<file path="config.mk">
export PLATFORM = sky130hd
export DESIGN_NAME = i2s_lock_monitor
export DESIGN_NICKNAME = d
export VERILOG_FILES = /design/src/rtl/i2s_lock_monitor.sv
export SDC_FILE = /design/constraint.sdc
export NUM_CORES = 1
export LEC_CHECK = 0
export BUFFER_PORTS_ARGS = -buffer_cell sky130_fd_sc_hd__buf_2
export CAP_MARGIN = 0
export CORE_UTILIZATION = 50
export CTS_CLUSTER_DIAMETER = 100
export DETAILED_ROUTE_END_ITERATION = 12
export PLACE_DENSITY = 0.7
export REMOVE_ABC_BUFFERS = 1
export SKIP_CTS_REPAIR_TIMING = 1
export SLEW_MARGIN = 20
export SYNTH_ARGS = -nofsm -noshare
export SYNTH_HDL_FRONTEND = slang
export SYNTH_SLANG_ARGS = --single-unit
</file>
<file path="constraint.sdc">
create_clock -name BCK -period 2.5 [get_ports BCK]
set_input_delay 0.125 -clock BCK [delete_from_list [all_inputs] [get_ports BCK]]
set_output_delay 0.125 -clock BCK [all_outputs]
set_load 0.01 [all_outputs]
</file>
<file path="src/rtl/i2s_lock_monitor.sv">
`default_nettype none
// +----------------------------------------------------------------------------+
// | i2s_lock_monitor                                                           |
// | Registers the I2S bus toward i2s_to_pcm, measures BCK per LRCK half-frame, |
// | and mutes DATAOUT until a run of consistent symmetric frames is seen.      |
// | Optional stall timeout: define I2S_LOCK_MONITOR_TIMEOUT_EN.                |
// | Revision: 1.0 - initial release                                            |
// +----------------------------------------------------------------------------+
module i2s_lock_monitor #(
  parameter int LOCK_FRAMES = 4,
  parameter int CNT_W       = 8,
  parameter int TIMEOUT     = 128
) (
  input  logic       BCK,
  input  logic       RESETN,
  input  logic       LRCK,
  input  logic       DATAIN,
  output logic       LRCKOUT,
  output logic       DATAOUT,
  output logic       LOCKED,
  output logic [1:0] FS_CODE
);

  localparam int               c_GOOD_W  = $clog2(LOCK_FRAMES + 1);
  localparam logic [CNT_W-1:0] c_CNT_MAX = {CNT_W{1'b1}};

`ifdef I2S_LOCK_MONITOR_TIMEOUT_EN
  localparam bit c_TIMEOUT_EN = 1'b1;
`else
  localparam bit c_TIMEOUT_EN = 1'b0;
`endif

  typedef enum logic [1:0] {
    S_SEARCH = 2'd0,
    S_CHECK  = 2'd1,
    S_LOCKED = 2'd2
  } state_t;

  state_t              r_state, w_state_nxt;
  logic [CNT_W-1:0]    r_cnt, r_ref, w_ref_nxt, w_meas;
  logic [c_GOOD_W-1:0] r_good_cnt, w_good_nxt;
  logic [1:0]          r_fs_code, w_fs_nxt;
  logic                r_lrck_d, r_gate, r_dataout, w_gate_nxt;
  logic                w_rise, w_fall, w_edge, w_allowed, w_match, w_timeout;

  function automatic logic [1:0] fs_of(input logic [CNT_W-1:0] len);
    if (len == CNT_W'(16)) return 2'b01;
    if (len == CNT_W'(24)) return 2'b10;
    if (len == CNT_W'(32)) return 2'b11;
    return 2'b00;
  endfunction

  assign w_rise    = LRCK & ~r_lrck_d;
  assign w_fall    = ~LRCK & r_lrck_d;
  assign w_edge    = w_rise | w_fall;
  assign w_meas    = r_cnt;
  assign w_allowed = (w_meas == CNT_W'(16)) || (w_meas == CNT_W'(24)) || (w_meas == CNT_W'(32));
  assign w_match   = (w_meas == r_ref);
  assign w_timeout = c_TIMEOUT_EN && (r_state != S_SEARCH) && !w_edge && (int'(r_cnt) >= TIMEOUT);

  always_comb begin
    w_state_nxt = r_state;
    w_good_nxt  = r_good_cnt;
    w_ref_nxt   = r_ref;
    case (r_state)
      S_SEARCH: begin
        if (w_fall) begin
          w_state_nxt = S_CHECK;
          w_good_nxt  = '0;
        end
      end
      S_CHECK: begin
        if (w_rise) begin
          // The first left half of a run defines the reference length.
          if (!w_allowed || ((r_good_cnt != '0) && !w_match))
            w_state_nxt = S_SEARCH;
          else if (r_good_cnt == '0)
            w_ref_nxt = w_meas;
        end else if (w_fall) begin
          if (w_match) begin
            w_good_nxt = r_good_cnt + 1'b1;
            if (r_good_cnt == c_GOOD_W'(LOCK_FRAMES - 1))
              w_state_nxt = S_LOCKED;
          end else begin
            w_good_nxt = '0;
          end
        end
      end
      S_LOCKED: begin
        if (w_edge && !w_match) begin
          w_state_nxt = w_rise ? S_SEARCH : S_CHECK;
          w_good_nxt  = '0;
        end
      end
      default: w_state_nxt = S_SEARCH;
    endcase
    if (w_timeout) w_state_nxt = S_SEARCH;
  end

  assign w_gate_nxt = (w_state_nxt == S_LOCKED);
  assign w_fs_nxt   = w_gate_nxt ? fs_of(w_ref_nxt) : 2'b00;

  always_ff @(posedge BCK or negedge RESETN) begin
    if (!RESETN) begin
      r_lrck_d   <= 1'b0;
      r_cnt      <= '0;
      r_ref      <= '0;
      r_good_cnt <= '0;
      r_state    <= S_SEARCH;
      r_gate     <= 1'b0;
      r_fs_code  <= 2'b00;
      r_dataout  <= 1'b0;
    end else begin
      r_lrck_d   <= LRCK;
      r_cnt      <= w_edge ? CNT_W'(1) : ((r_cnt == c_CNT_MAX) ? r_cnt : r_cnt + 1'b1);
      r_ref      <= w_ref_nxt;
      r_good_cnt <= w_good_nxt;
      r_state    <= w_state_nxt;
      r_gate     <= w_gate_nxt;
      r_fs_code  <= w_fs_nxt;
      // Old gate applies to the bit sampled on the edge cycle, so a word is never cut.
      r_dataout  <= DATAIN & r_gate;
    end
  end

  assign LRCKOUT = r_lrck_d;
  assign DATAOUT = r_dataout;
  assign LOCKED  = (r_state == S_LOCKED);
  assign FS_CODE = r_fs_code;

endmodule
`default_nettype wire

</file>
==> metrics <==
Combinational Power Share=13.5%; Leak Pwr=0.7849 nW; Crit Path Max Fanout=6; Switching Fraction=24.41%; max cap viols=0; ys async rst share=100.0%; diode count=0; clock latency at the later pin of the worst-skew pair=330 ps; Seq/Total Area, Yosys=44.22%; Final Util=60.23%; Setup WS pre-CTS=51.11 ps; DIE WIDTH=56.25 um; clock skew=14.54 ps; Overflow after GRT=0; post-synth cell types=40; clk slew on worst S/H paths=150 ps; layout cells sized above 1=17.39%; CTS tree=yes; RSZ-0062 raised after global routing=no; CTS Buffer Depth=2; Sw Pwr=0.2102 mW; Syn Inst Count=144; via count=1106; final worst hold slack=313.0 ps; Final setup violation count=0; first-pass GRT wire length=5423 um; CTS Buf Count=3; vias in the first global route=1155; clock sink total=26; initial core utilization=52.90%; Yosys reg bits=26; gpl congestion=0.8836; VDD IR-drop max=0.2963 mV; Period minus WS final=2445 ps; initial antenna violation count=0; pin count of the biggest net entering global routing=27; WP data required=around 2700 ps; Root Driver=clkbuf_4; Final #Nets=173; Worst EP arrival=2660 ps; internal power=around 0.65 mW; Die Area=3164 um^2; Tot GR Track Use=22.17%; setup TNS=0 ps; Final HPWL DP=between 2000 and 2500 um; Area growth syn-to-layout=13.86%; H-tree depth=1; DR DRC count=0; Placed Cells=between 150 and 200; Worst Setup Start Kind=register; Clk pwr share=33.7%; run status=finished, final reports clean; die span in y=approximately 56 um; Max Clock Freq=409.0 MHz; Post-DRT Antenna Nets=0; Ys Warns=0; Post-Layout Cell Count=192; Crit Path Class=register to register; Core Footprint=2781 um^2; wirelength, routed=3096 um; DRT iter0 DRCs=40; Avg WL per Cell=around 16 um; max-slew violations=0; Top FF cell, synth=dfrtp_1; IO Pins=9; router iterations before antenna repair=4; post-synthesis cell area=roughly 1500 um^2; PD cells=around 510 nW/um^2; Sequential Power Share=52.8%; period utilization=97.80%; Slew HR=60.58%; Final Hold Vio Count=0; post-synthesis area per instance=10.22 um^2; Buffers on Ports=8; Std-Cell Rows=19; Post-synth EDFFs=0; Hold Crit Class=input pin to async pin; final worst-path setup slack=~55 ps; Via density=5.760; Worst setup EP type=register; worst-margin pin slew=approximately 590 ps
-- layout by cell type, fill, tap and decap left out, drive strengths merged, types with 6 or more instances in the layout --
cell type	count
and2	6
nor2	7
buf	15
xnor2	12
inv	13
nand2b	6
nand2	6
dfrtp	26
nand3	7
ha	7
-- power groups by stage --
stage,registers (mW),clock network (mW),logic (mW)
2_1_floorplan,0.464,0,0.0672
3_3_place_gp,0.461,0,0.110
3_5_place_dp,0.463,0,0.113
4_1_cts,0.455,0.299,0.113
5_1_grt,0.457,0.316,0.130
6_report,0.455,0.290,0.116
-- synthesized netlist by cell type (2+ instances only) --
master,number,area (um^2)
inv_1,13,48.80
xnor2_1,12,105.1
nand2_1,6,22.52
a32oi_1,2,17.52
o22ai_1,2,12.51
nand4_1,4,25.02
nand3b_1,2,15.01
nand3_1,7,35.03
a21oi_1,2,10.01
a2111oi_2,2,30.03
o211a_1,2,20.02
or4_1,2,15.01
ha_1,7,87.58
mux2_2,3,33.78
o21a_1,2,15.01
and2b_1,3,22.52
nor3_1,4,20.02
o21ai_0,3,15.01
nand2b_1,6,37.54
and2_1,6,37.54
buf_2,3,15.01
dfrtp_1,26,650.6
clkbuf_1,2,7.510
nor2_1,7,26.28
-- logic make-up (layout without fill, tap and decap cells) --
kind of cell               Yosys count  count (layout)  synth area share (%)
muxes                                4               4                 2.976
AOI/OAI and AO/OA                   22              22                 13.18
adders and majority gates            7               7                 5.952
DFF                                 26              26                 44.22
buffers and inverters               18              35                 4.847
and+or+nand+nor                     55              55                 21.68
xor gates and xnor gates            12              12                 7.143
-- sequential cells by signal, indices dropped and copies added, names as in the netlist --
register,flops
DATAOUT,1
FS_CODE,2
LRCKOUT,1
r_cnt,8
r_gate,1
r_good_cnt,3
r_ref,8
r_state,2
-- final timing paths --
path,from,slack [ps],depth (start not counted),end
max in group asynchronous,RESETN,1790,2,r_ref[1]
min in group BCK,LRCK,480,2,LRCKOUT
min reg2reg,r_gate,490,1,DATAOUT
max,r_cnt[7],60,5,FS_CODE[1]
max reg2reg,r_cnt[7],60,5,FS_CODE[1]
min,RESETN,310,2,r_ref[3]
-- routing by layer --
metal,GRT usage (%),share of wire [%],wire (um)
met2,37.93,53,1643
met5,0,0,0
met3,2.558,1.6,51
met4,10.10,1.2,36
met1,28.03,44,1365
-- cell type report --
class / count / area, um^2
multi-input combinational: 100 / 762.0
inverter: 13 / 48.80
sequential: 26 / 650.6
tap: 31 / 38.79
clock inverter: 1 / 30.03
fill: 237 / 1106
timing repair buffer: 18 / 122.6
clock buffer: 3 / 22.52
-- through the flow --
step | total power, mW | instance area, um^2
2_1_floorplan | 0.5312 | 1449
3_3_place_gp | 0.5706 | 1580
3_5_place_dp | 0.5751 | 1580
4_1_cts | 0.8668 | 1633
5_1_grt | 0.9028 | 1675
6_report | 0.8608 | 1675
-- worst max-delay path, stage by stage, from the launching register on --
cell and delay [ps]:
dfrtp_1 470, or4_4 550, or2_1 300, a2111oi_4 420, nand3_1 190, a2111oi_2 400
No activity file was read; power rests on OpenSTA's default activity.
